File: src/rtl/tpu_skew_feeder.sv
// rtl/tpu_skew_feeder.sv - operand tile buffer that streams a diagonally skewed tile into a systolic array
module tpu_skew_feeder #(
  parameter int BITS_AB = 8,
  parameter int DIM     = 8
) (
  input  logic                   clk,
  input  logic                   rst_n,
  input  logic                   WrEn,
  input  logic [$clog2(DIM)-1:0] Waddr,
  input  logic [DIM*BITS_AB-1:0] Wdata,
  input  logic                   start,
  output logic [DIM*BITS_AB-1:0] Aout,
  output logic                   mac_en,
  output logic                   busy,
  output logic                   done
);

  localparam int AW     = $clog2(DIM);
  // Last step index: 2*DIM-1 skewed beats plus DIM-1 drain beats for the far corner.
  localparam int LAST_K = 3 * DIM - 3;
  localparam int KW     = $clog2(LAST_K + 1);

  typedef enum logic {IDLE, STREAM} state_t;

  state_t                 state_q, state_d;
  logic [KW-1:0]          k_q, k_d;
  logic [BITS_AB-1:0]     mem_q [DIM][DIM];
  logic [BITS_AB-1:0]     mem_d [DIM][DIM];
  logic [DIM*BITS_AB-1:0] aout_q, aout_d;
  logic                   mac_en_q, mac_en_d;
  logic                   done_q, done_d;
  logic                   load;

  // Next-state, tile writes and the skewed lane selection for the k being loaded
  always_comb begin
    state_d  = state_q;
    k_d      = k_q;
    mem_d    = mem_q;
    aout_d   = '0;
    mac_en_d = 1'b0;
    done_d   = 1'b0;
    load     = 1'b0;

    case (state_q)
      IDLE: begin
        // A write in the same cycle as start takes priority and drops the start.
        if (WrEn) begin
          if (int'(Waddr) < DIM) begin
            for (int c = 0; c < DIM; c++) begin
              mem_d[Waddr][c] = Wdata[c*BITS_AB +: BITS_AB];
            end
          end
        end else if (start) begin
          state_d  = STREAM;
          k_d      = '0;
          mac_en_d = 1'b1;
          load     = 1'b1;
        end
      end
      STREAM: begin
        if (k_q == KW'(LAST_K)) begin
          state_d = IDLE;
          k_d     = '0;
          done_d  = 1'b1;
        end else begin
          k_d      = k_q + KW'(1);
          mac_en_d = 1'b1;
          load     = 1'b1;
        end
      end
      default: state_d = IDLE;
    endcase

    // Lane i lags by i beats: it carries column k-i of row i while that column exists.
    if (load) begin
      for (int i = 0; i < DIM; i++) begin
        int diag;
        diag = int'(k_d) - i;
        if (diag >= 0 && diag < DIM) begin
          aout_d[i*BITS_AB +: BITS_AB] = mem_q[AW'(i)][AW'(diag)];
        end
      end
    end
  end

  // State, step counter, tile storage and registered outputs
  always_ff @(posedge clk or negedge rst_n) begin
    if (!rst_n) begin
      state_q  <= IDLE;
      k_q      <= '0;
      aout_q   <= '0;
      mac_en_q <= 1'b0;
      done_q   <= 1'b0;
      for (int r = 0; r < DIM; r++) begin
        for (int c = 0; c < DIM; c++) begin
          mem_q[r][c] <= '0;
        end
      end
    end else begin
      state_q  <= state_d;
      k_q      <= k_d;
      aout_q   <= aout_d;
      mac_en_q <= mac_en_d;
      done_q   <= done_d;
      mem_q    <= mem_d;
    end
  end

  assign Aout   = aout_q;
  assign mac_en = mac_en_q;
  assign busy   = mac_en_q;
  assign done   = done_q;

endmodule

File: config.mk
export PLATFORM = sky130hd
export DESIGN_NAME = tpu_skew_feeder
export DESIGN_NICKNAME = d
export VERILOG_FILES = /design/src/rtl/tpu_skew_feeder.sv
export SDC_FILE = /design/constraint.sdc
export NUM_CORES = 1
export LEC_CHECK = 0
export ABC_AREA = 1
export ABC_CLOCK_PERIOD_IN_PS = 4500
export BUFFER_PORTS_ARGS = -buffer_cell sky130_fd_sc_hd__buf_4
export CORE_MARGIN = 5
export CORE_UTILIZATION = 55
export DETAILED_ROUTE_END_ITERATION = 6
export GPL_TIMING_DRIVEN = 0
export PLACE_DENSITY = 0.75
export RECOVER_POWER = 50
export REMOVE_ABC_BUFFERS = 1
export SETUP_SLACK_MARGIN = 0.2
export SLEW_MARGIN = 20
export SYNTH_ARGS = -nofsm -noshare
export SYNTH_HDL_FRONTEND = slang
export SYNTH_SLANG_ARGS = --single-unit
File: constraint.sdc
create_clock -name clk -period 4.5 [get_ports clk]
set_clock_uncertainty 0.1 [all_clocks]
set_input_delay 0.45 -clock clk [delete_from_list [all_inputs] [get_ports clk]]
set_output_delay 0.45 -clock clk [all_outputs]
set_load 0.005 [all_outputs]
Yosys cells after proc, flatten, opt, wreduce, memory -nomap -nowiden
Memory sizes are Yosys's and may differ from the RTL's.
Index checks and enable logic that the tools add are counted.
W data, S select, Z words.
- output and inout port bits: 67
- bits in registers: 583
- memories: 4
- word-level logic and storage cells: 190
- bits in read-only memories: 256
- reduce and logical (&&, ||, !) cells: 10
- bitwise operators: 10
- order comparisons: 26
- $add $sub $neg: 8
- equal/unequal tests: 1
- multiplexer cells: 63
- memories (name ; depth ; width ; rd ports ; clocked after memory_dff ; wr ports ; line ; text):
    (no name shown) ; 8 ; 8 ; 1 ; 0 ; 0 ; 80 ; aout_d[i*BITS_AB +: BITS_AB] = mem_q[AW'(i)][AW'(diag)];
    (no name shown) ; 8 ; 8 ; 1 ; 0 ; 0 ; 80 ;
    (no name shown) ; 8 ; 8 ; 1 ; 0 ; 0 ; 80 ;
    (no name shown) ; 8 ; 8 ; 1 ; 0 ; 0 ; 80 ;
- operators by type and width (cell ; count):
    $bwmux W512 ; 8
    $demux W64 S3 ; 8
    $mux W8 ; 25
    $mux W64 ; 2
    $bmux W8 S3 ; 4
    $mux W56 ; 1
    $mux W48 ; 1
    $ge A6 B1 Y1 const B ; 7
    $lt A6 B5 Y1 const B ; 7
    $mux W40 ; 1
    $ge A3 B4 Y1 const B ; 8
    $mux W32 ; 1
    $mux W24 ; 1
    $not A3 Y3 ; 8
    $sub A5 B3 Y6 const B ; 4
    $mux W16 ; 1
    $mux W5 ; 3
    $sub A5 B2 Y6 const B ; 2
    $pmux W5 S2 ; 1
    $logic_and A1 B1 Y1 ; 9
    $sub A5 B1 Y6 const B ; 1
    $add A5 B1 Y5 const B ; 1
    $eq A5 B5 Y1 const B ; 1
    $ge A5 B1 Y1 const B ; 1
    other kinds (8) ; 12

Logic depth before layout (Yosys ltp)
Gate-level depths: netlist of run 1.
- word-level depth: 13
- mapped depth: 19
- mapped depth without buffers: 15

Worst setup path after synthesis of run 1
OpenSTA, ideal clock, no wires.
- path kind: register -> register
- start point: register k_q[0]
- end point: register aout_q[24] (netlist: Aout[24])
- arrival: 2.536 ns
- setup slack: 1.749 ns
- cell stages (with the launch flop): 19
- data required time: 4.285 ns
- buffers on the path: 4
- cell sequence: dfrtp_1 -> ha_1 -> nand2_1 -> inv_1 -> nand2_4 -> nand2_4 -> nand2_4 -> inv_2 -> buf_6 -> buf_6 -> ha_1 -> clkbuf_1 -> inv_1 -> clkbuf_1 -> nand3_1 -> nand2_1 -> nand2_1 -> nand3_1 -> nor2_1
- longest elaborated chain between the ends: 10
- elaborated cells on any way between the ends: 18
- ends and longest elaborated chain (element ; line ; text):
    from (decl) ; 26 ; logic [KW-1:0] k_q, k_d;
    from (signal assigned) ; 101 ; k_q <= k_d;
    $add A5 B1 Y5 (tied with other cells) ; 66 ; k_d = k_q + KW'(1);
    $mux W5 (on tied branches) ; 61, 47 ;
    $pmux W5 S2 ; 44 ; case (state_q)
    $sub A5 B2 Y6 ; 78 ; diag = int'(k_d) - i;
    $not A3 Y3 (implied by the code) ; 80 ;
    $bmux W8 S3 ; 80 ;
    $mux W8 (implied by the code) (2 in a row) ; 80 ;
    $mux W8 ; 79 ; if (diag >= 0 && diag < DIM) begin
    $mux W64 (*) ; 75 ; if (load) begin
    net aout_d[24] ; 29 ; logic [DIM*BITS_AB-1:0] aout_q, aout_d;
    to (signal assigned) ; 102 ; aout_q <= aout_d;
    to (decl) ; 29 ;
The timed path passes the listed nets; every way through them passes the cells marked *. The select of a mux whose other input is x is not followed.
A chain may end at the register's enable or synchronous reset.

Worst setup path in the final report of run 1
- start point: register k_q[0]
- end point: register aout_q[13] (netlist: Aout[13])
- longest elaborated chain between the ends: 10
- elaborated cells on any way between the ends: 18
- ends and longest elaborated chain (element ; line):
    $add A5 B1 Y5 (tied with other cells) ; 66
    $mux W5 (on tied branches) ; 61, 47
    $pmux W5 S2 ; 44
    $sub A5 B1 Y6 ; 78
    $not A3 Y3 (implied by the code) ; 80
    $bmux W8 S3 ; 80
    $mux W8 (implied by the code) (2 in a row) ; 80
    $mux W8 ; 79
    $mux W64 (*) ; 75
    net aout_d[13] ; 29
Marked as above.

==> results.py, run 1 <==
metrics = {
    "run_status": {
        "outcome": "finished, violations left",
        "violations": "capacitance limit, slew limit",
    },
    "yosys": {
        "synth_ff_type": "dfrtp_1",
        "synth_most_common_cell": "nand2_1",
        "yosys_register_bits": 295,
        "synthArstFlopShare_pct": 100,
        "synth_commonest_cells": "470 x nand2_1, 295 x dfrtp_1, 232 x o21ai_0",
        "ys_top_cells_by_area": "dfrtp_1 53%, nand2_1 13%, o21ai_0 8.4%",
        "ys_types": 28,
        "netlist_area_um2": 13800,
        "synth_cells": 1703,
        "seq_area_frac_synth_pct": 53.3,
        "ys_warn_count": 0,
        "yosysTopAreaCell": "dfrtp_1",
        "syn_area_per_cell_um2": 8.13,
        "synth_edf_count": 0,
        "yosysTopAreaCellShare_pct": 53.3,
    },
    "critical_path": {
        "cp_data_arrival_time_ps": 4360,
        "cp-end-kind": "flop",
        "startpoint_type": "flop",
        "path_cells": "ha_1 > nand2_1 > inv_1 > nand2_4 > nand2_4 > nand2_8 > buf_16 > inv_4 > ha_4 > xor2_4 > inv_2 > nand2_1 > nand2_1 > nor2_1",
        "cp_top_family": "buffers and inverters",
        "critPathSlowestCell": "inv_4",
        "required_ps": 4860,
        "critPathMaxStageDelay_ps": 640,
        "cp_max_fo": 110,
        "worst_path_most_repeated_cell": "nand2_1",
        "path_buf_inv": 4,
        "criticalPathCategory": "flop to flop",
    },
    "sta": {
        "hold_viol": 0,
        "setup_viol": 0,
        "tns_ps": 0,
        "min_period_over_period_pct": 88.9,
        "relSlewSlack_pct": -59.0,
        "worst_pin_slew_ps": 2380,
        "period_minus_slack_ps": 4000,
        "slew_viol_final": 94,
        "fmax_mhz": 250,
        "rsz0062_at_grt": "no",
    },
    "floorplan": {
        "core_area_um2": 25000,
        "row_count": 58,
        "die_h_um": 169,
        "pin_count": 138,
        "die_w_um": 169,
        "initial_core_util_pct": 55.4,
        "die-area_um2": 28400,
    },
    "routing": {
        "drt-total-wl_um": 35800,
        "drtIter0Drc": 1241,
        "vias": 11456,
        "ant_nets": 0,
        "wl_per_cell_um": 16.9,
        "via_per_inst": 5.40,
        "firstDrtPassIters": 6,
        "drcViolationCount": 0,
    },
    "global_routing": {
        "grt.overflow.total": 0,
        "grt_usage_pct": 25.0,
        "grt_pass1_vias": 11018,
        "grt_pass1_wl_um": 57700,
        "antenna_found_initial": 0,
        "grt_max_degree": 111,
    },
    "placement": {
        "port_buffers": 105,
        "hpwl_um": 22300,
        "place.gp.congestion": 0.805,
    },
    "clocking": {
        "cts_tree": "yes",
        "ctsLongestPathBuffers": 3,
        "cts_root_buf": "clkbuf_16",
        "cts_buffers": 30,
        "cts.sinks": 295,
        "clkTransAtPathRegs_ps": 60,
        "ctsHtreeMaxLevel": 1,
        "clk_latency_ps": 550,
    },
    "final_layout": {
        "antennaDiodeCount": 0,
        "syn_to_final_growth_pct": 14.5,
        "fillers": 2151,
        "drive_gt1_share_pct": 11.7,
        "final_nets": 1845,
    },
    "flow_run": {
        "maxCapViolCount": 1,
    },
    "worst_hold_path": {
        "hold_class": "input pin to flop",
    },
}
## per-layer routing
layer | global-route usage, % | up-vias | wire length (um)
li1 | - | 5490 | -
met1 | 34.5 | 5430 | 15100
met2 | 40.1 | 435 | 16600
met3 | 3.95 | 101 | 2720
met4 | 9.92 | 0 | 1370
met5 | 0 | - | 0
## what timing repair did
item,4_1_cts,5_1_grt
setup endpoints to repair,16,16
buffers inserted,4,8
hold buffers,2,0
pin swaps,0,3
hold endpoints to repair,94,0
gates cloned,0,1
resized for setup,6,0
## kinds of logic (layout without fill, tap and decap cells)
| kind of cell | count (synthesis) | count (layout) | synth area share, % |
|---|---|---|---|
| and+or+nand+nor | 734 | 735 | 21.6 |
| AOI/OAI and AO/OA | 343 | 343 | 13.5 |
| buffers and inverters | 323 | 379 | 10.8 |
| DFF | 295 | 295 | 53.3 |
| adders and majority gates | 6 | 6 | 0.542 |
| other | 1 | 32 | 0.0271 |
| xor gates and xnor gates | 1 | 1 | 0.199 |
## stage by stage
step / utilization (%) / cell area [um2] / hold WS [ps] / worst slack [ps] / cells
floorplan: - / 13200 / 54.4 / -2970 / 1599
global placement: 57.6 / 14400 / 361 / -6120 / 2034
detailed placement: 58.9 / 14700 / 368 / -661 / 2051
CTS: 63.3 / 15800 / 2.79 / 282 / 2112
global route: 63.5 / 15800 / 15.3 / 252 / 2121
finish: 63.5 / 15800 / 15.7 / 501 / 2121
## cell usage in the layout (no fill, tap or decap), types with 10 or more instances in the layout
master / n
nand3_1: 128
clkbuf_4: 31
conb_1: 32
nand2_1: 467
nor2_1: 117
o21ai_1: 12
buf_4: 88
o21ai_0: 233
o211ai_1: 56
inv_1: 182
clkbuf_1: 10
a21oi_1: 41
dfrtp_1: 295
clkbuf_16: 31
## registers in the layout, summed over array words and instances, names as in the netlist
signal / cells
mem_q: 256
Aout: 32
k_q: 5
done: 1
state_q: 1
## tightest hold or removal path: stages
cell	delay [ps]
buf_4	80
nand2_1	40
o21ai_0	50
## final timing paths
| kind | slack (ps) | depth (start not counted) | endpoint | startpoint |
|---|---|---|---|---|
| max | 500 | 14 | Aout[13] | k_q[0] |
| min | 20 | 3 | mem_q[268] | Wdata[52] |
| max reg2reg | 500 | 14 | Aout[13] | k_q[0] |
| min reg2reg | 380 | 2 | mem_q[340] | mem_q[340] |
| max in group asynchronous | 1820 | 3 | Aout[9] | rst_n |
| min in group asynchronous | 1070 | 2 | mem_q[482] | rst_n |
## area by class of cell
type                       instances  area, um2  share of cell area, %
timing repair buffer             136       1180                   7.48
inverter                         188        716                   4.52
clock buffer                      45        888                   5.61
tap                              330        413                   2.61
sequential                       295       7380                   46.6
multi-input combinational       1117       5150                   32.5
clock inverter                    10        105                  0.663
Power of run 1 is left out: the tool's default activity adds up to more than one toggle a clock period on the data nets, which glitch-free logic cannot reach.
==> run 2: changes to the inputs <==
--- a/config.mk
+++ b/config.mk
@@ -10,6 +10,7 @@
 export BUFFER_PORTS_ARGS = -buffer_cell sky130_fd_sc_hd__buf_4
 export CORE_MARGIN = 5
 export CORE_UTILIZATION = 55
+export CTS_BUF_LIST = sky130_fd_sc_hd__clkbuf_4 sky130_fd_sc_hd__clkbuf_8
 export DETAILED_ROUTE_END_ITERATION = 6
 export GPL_TIMING_DRIVEN = 0
 export PLACE_DENSITY = 0.75
==> run 2 against run 1 <==
Net effect: the flow still finishes with violations (capacitance limit, slew limit); wire length decreased by 0.52%; first-iteration DRC count decreased by 9.8%; worst setup slack got worse by 12 ps.
==> results.py, run 2 (same netlist as run 1, synthesis figures left out) <==
metrics = {
    "run_status": {
        "outcome": "finished, violations left",
        "violations": "capacitance limit, slew limit",
    },
    "clocking": {
        "cts_buffers": 48,
        "cts.sinks": 295,
        "ctsHtreeMaxLevel": 2,
        "ctsLongestPathBuffers": 3,
        "cts_root_buf": "clkbuf_8",
        "clkTransAtPathRegs_ps": 70,
        "cts_tree": "yes",
        "clk_latency_ps": 580,
    },
    "flow_run": {
        "maxCapViolCount": 1,
    },
    "sta": {
        "hold_viol": 0,
        "fmax_mhz": 249,
        "period_minus_slack_ps": 4010,
        "rsz0062_at_grt": "no",
        "slew_viol_final": 94,
        "worst_pin_slew_ps": 2420,
        "relSlewSlack_pct": -61.4,
        "tns_ps": 0,
        "setup_viol": 0,
        "min_period_over_period_pct": 89.1,
    },
    "final_layout": {
        "final_common_cell": "nand2_1",
        "largest-register": "mem_q",
        "layout_common_cells": "467 x nand2_1, 295 x dfrtp_1, 233 x o21ai_0, 182 x inv_1, 128 x nand3_1",
        "antennaDiodeCount": 0,
        "fin_cells": 2156,
        "final_nets": 1870,
        "drive_gt1_share_pct": 13.5,
        "syn_to_final_growth_pct": 15.3,
        "largest_register_ffs": 256,
    },
    "critical_path": {
        "cp-end-kind": "flop",
        "r2r-start": "k_q[0]",
        "worstRegToRegCells": 14,
        "cp_data_arrival_time_ps": 4380,
        "rr_endpoint": "Aout[13]",
        "criticalPathCategory": "flop to flop",
        "cp_max_fo": 110,
        "required_ps": 4870,
        "r2r_slack_ps": 490,
        "startpoint_type": "flop",
        "worstSetupStartpoint": "k_q[0]",
    },
    "routing": {
        "drt-total-wl_um": 35600,
        "vias": 11527,
        "via_per_inst": 5.35,
        "firstDrtPassIters": 6,
        "drcViolationCount": 0,
        "ant_nets": 0,
        "wl_per_cell_um": 16.5,
        "drtIter0Drc": 1119,
    },
    "floorplan": {
        "die_w_um": 169,
        "core_area_um2": 25000,
        "die-area_um2": 28400,
        "initial_core_util_pct": 55.4,
        "pin_count": 138,
        "die_h_um": 169,
        "row_count": 58,
    },
    "global_routing": {
        "antenna_found_initial": 0,
        "grt_usage_pct": 25.0,
        "grt_pass1_vias": 11008,
        "grt_max_degree": 111,
        "grt.overflow.total": 0,
        "grt_pass1_wl_um": 57300,
    },
    "placement": {
        "hpwl_um": 22300,
        "port_buffers": 105,
        "place.gp.congestion": 0.805,
        "placed_cells": 2051,
    },
    "worst_hold_path": {
        "hold-path-cell-count": 3,
        "min_to": "mem_q[259]",
        "hp-start": "Wdata[59]",
        "hold_class": "input pin to flop",
    },
}
## run 2: changes by cell type in the layout (fill, tap and decap cells not counted), sizes merged
cell         previous run  this run
clkinvlp                4         3
buf                   100       101
dlygate4sd3             2         8
clkbuf                 79       108
## run 2: routing by layer
layer  wire, um  share of wire, %  up-vias  track usage (%)
met5          0                 0        -                0
met3       2700               7.6       80             4.62
li1           -                 -     5539                -
met1      15200                43     5466             34.5
met4       1150               3.2        0             9.42
met2      16600                47      442             40.0
## run 2: worst max-delay path: stages, from the launching register on
cell     delay [ps]
dfrtp_1         500
ha_1            200
nand2_1          60
inv_1            90
nand2_4          90
nand2_4         290
nand2_8         260
buf_16          340
inv_4           640
ha_4            280
xor2_4          430
inv_2           210
nand2_1         150
nand2_1          60
nor2_1          130
## run 2: what timing repair did
item / CTS / global route
gates resized for setup: 6 / 0
endpoints found under the hold margin: 100 / 0
setup endpoints to repair: 16 / 16
hold buffers: 8 / 0
gates cloned: 0 / 1
pin swaps: 0 / 3
setup buffers: 5 / 8
## run 2: through the flow
| step | worst slack [ps] | utilization (%) | instance area, um2 | hold slack, ps |
|---|---|---|---|---|
| after global routing | 274 | 63.9 | 16000 | 6.09 |
| after floorplan | -2970 | - | 13200 | 54.4 |
| final | 489 | 63.9 | 16000 | 9.35 |
| after CTS | 244 | 63.7 | 15900 | 1.01 |
| after global placement | -6120 | 57.6 | 14400 | 361 |
| after detailed placement | -661 | 58.9 | 14700 | 368 |
## run 2: worst max path at each step
stage	endpoint	slack [ps]	cells after the start
2_1_floorplan	mem_q[272]	-2970	4
3_3_place_gp	mem_q[294]	-6120	6
3_5_place_dp	Aout[31]	-660	15
4_1_cts	Aout[31]	240	16
5_1_grt	Aout[9]	270	15
6_report	Aout[13]	490	14
## run 2: layout make-up
| class | count | area, um2 |
|---|---|---|
| tap | 330 | 413 |
| clock inverter | 9 | 97.6 |
| sequential | 295 | 7380 |
| timing repair buffer | 143 | 1240 |
| fill | 2153 | 9010 |
| inverter | 188 | 716 |
| multi-input combinational | 1117 | 5150 |
| clock buffer | 74 | 950 |
Power of run 2 is left out for the same reason.
==> run 3: changes to the inputs <==
--- a/config.mk
+++ b/config.mk
@@ -13,7 +13,7 @@
 export CTS_BUF_LIST = sky130_fd_sc_hd__clkbuf_4 sky130_fd_sc_hd__clkbuf_8
 export DETAILED_ROUTE_END_ITERATION = 6
 export GPL_TIMING_DRIVEN = 0
-export PLACE_DENSITY = 0.75
+export PLACE_DENSITY_LB_ADDON = 0.15
 export RECOVER_POWER = 50
 export REMOVE_ABC_BUFFERS = 1
 export SETUP_SLACK_MARGIN = 0.2
==> run 3 against run 2 <==
Net effect: the run still ends with capacitance limit, slew limit left; utilization fell by 0.23 points; sequential share of layout area rose by 0.16 points; worst setup slack got worse by 48 ps; count of clock-buffer cells in the layout rose by 3; die area did not move; critical endpoint is now Aout[25]; largest cell class unchanged; highest routed layer unchanged.
==> results.py, run 3 (same netlist as run 1, synthesis figures left out) <==
metrics = {
    "sta": {
        "rsz0062_at_grt": "no",
        "relSlewSlack_pct": -44.7,
        "period_minus_slack_ps": 4060,
        "setup_viol": 0,
        "hold_viol": 0,
        "slew_viol_final": 40,
        "fmax_mhz": 246,
        "min_period_over_period_pct": 90.2,
        "tns_ps": 0,
        "worst_pin_slew_ps": 2170,
        "layout_setup_ws_ps": 441,
    },
    "routing": {
        "vias": 11392,
        "dr_wl_met3_um": 2780,
        "via_per_inst": 5.29,
        "firstDrtPassIters": 5,
        "met2_wirelength_um": 16500,
        "wl_met1_um": 15800,
        "drt-total-wl_um": 35900,
        "highest_layer": "met4",
        "ant_nets": 0,
        "drcViolationCount": 0,
        "wl_per_cell_um": 16.7,
        "drtIter0Drc": 1045,
    },
    "global_routing": {
        "grt_usage_pct": 25.2,
        "antenna_found_initial": 0,
        "grt_pass1_vias": 10737,
        "grt_max_degree": 112,
        "grt_pass1_wl_um": 57500,
        "grt.overflow.total": 0,
    },
    "placement": {
        "placed_cell_area_um2": 14700,
        "pre_cts_slack_ps": -773,
        "place.gp.congestion": 0.792,
        "hpwl_um": 22600,
        "placed_cells": 2053,
        "port_buffers": 105,
    },
    "critical_path": {
        "cp_data_arrival_time_ps": 4440,
        "startpoint_type": "flop",
        "cp-end-kind": "flop",
        "cp_max_fo": 111,
        "required_ps": 4880,
        "criticalPathCategory": "flop to flop",
    },
    "clocking": {
        "clkTransAtPathRegs_ps": 60,
        "clk_latency_ps": 570,
        "ctsHtreeMaxLevel": 2,
        "cts_buffers": 49,
        "ctsLongestPathBuffers": 3,
        "cts_root_buf": "clkbuf_8",
        "cts.sinks": 295,
        "cts_tree": "yes",
    },
    "final_layout": {
        "largest-register": "mem_q",
        "final_common_cell": "nand2_1",
        "final_nets": 1869,
        "syn_to_final_growth_pct": 14.9,
        "largest_register_ffs": 256,
        "fillers": 2235,
        "final_area_um2": 15900,
        "fin_cells": 2152,
        "antennaDiodeCount": 0,
        "drive_gt1_share_pct": 13.1,
        "layout_common_cells": "467 x nand2_1, 295 x dfrtp_1, 233 x o21ai_0, 182 x inv_1, 128 x nand3_1",
    },
    "floorplan": {
        "die-area_um2": 28400,
        "row_count": 58,
        "core_area_um2": 25000,
        "initial_core_util_pct": 55.4,
        "die_w_um": 169,
        "pin_count": 138,
        "die_h_um": 169,
    },
    "run_status": {
        "outcome": "finished, violations left",
        "violations": "capacitance limit, slew limit",
    },
    "flow_run": {
        "maxCapViolCount": 1,
    },
    "worst_hold_path": {
        "hold_class": "input pin to flop",
    },
}
[run 3: cell count changes in the layout (fill, tap and decap cells not counted), sizes merged]
cell,delta
clkinv,-3
bufinv,-2
clkbuf,+4
buf,-7
dlygate4sd3,+4
[run 3: repair_timing]
item	in CTS	in global routing
hold buffers	12	0
gates cloned	0	1
gates resized for setup	6	1
endpoints found under the hold margin	49	0
setup endpoints to repair	16	16
pin swaps	0	2
buffers inserted	5	0
[run 3: worst paths after layout]
| path | from | to | slack (ps) | cells after the start |
|---|---|---|---|---|
| max reg2reg | k_q[0] | Aout[25] | 440 | 16 |
| min in group asynchronous | rst_n | mem_q[378] | 960 | 2 |
| min reg2reg | mem_q[456] | mem_q[456] | 380 | 2 |
| max | k_q[0] | Aout[25] | 440 | 16 |
| min | Wdata[63] | mem_q[263] | 20 | 3 |
| max in group asynchronous | rst_n | mem_q[497] | 1130 | 3 |
[run 3: layout make-up]
type	instances	area (um2)	area share [%]
well taps	330	413	2.60
clock inverters	4	22.5	0.142
repair buffers	141	1250	7.84
flip-flops and latches	295	7380	46.4
multi-input cells	1117	5150	32.4
inverters	188	718	4.52
clock buffers	77	960	6.04
[run 3: per-stage QoR]
| stage | utilization (%) | hold slack (ps) |
|---|---|---|
| global route | 63.7 | 4.04 |
| floorplan | - | 54.4 |
| global placement | 57.6 | 360 |
| CTS | 63.8 | 0.687 |
| detailed placement | 59.0 | 255 |
| finish | 63.7 | 15.7 |
[run 3: layer usage]
metal,up-vias,track usage (%)
li1,5540,-
met1,5372,37.7
met3,65,3.46
met4,0,7.20
met2,415,39.0
met5,-,0
[run 3: critical path, stage by stage, from the launching register on]
cell and delay, ps:
dfrtp_1 470, ha_1 240, nand2_1 70, inv_1 70
nand2_4 110, nand2_4 230, nand2_8 330, buf_16 400
inv_6 330, ha_4 610, clkinvlp_4 160, buf_4 200
nand3_1 110, nand2_1 70, nand2_1 60, nand3_1 120
nor2_1 180
Power of run 3 is left out for the same reason.
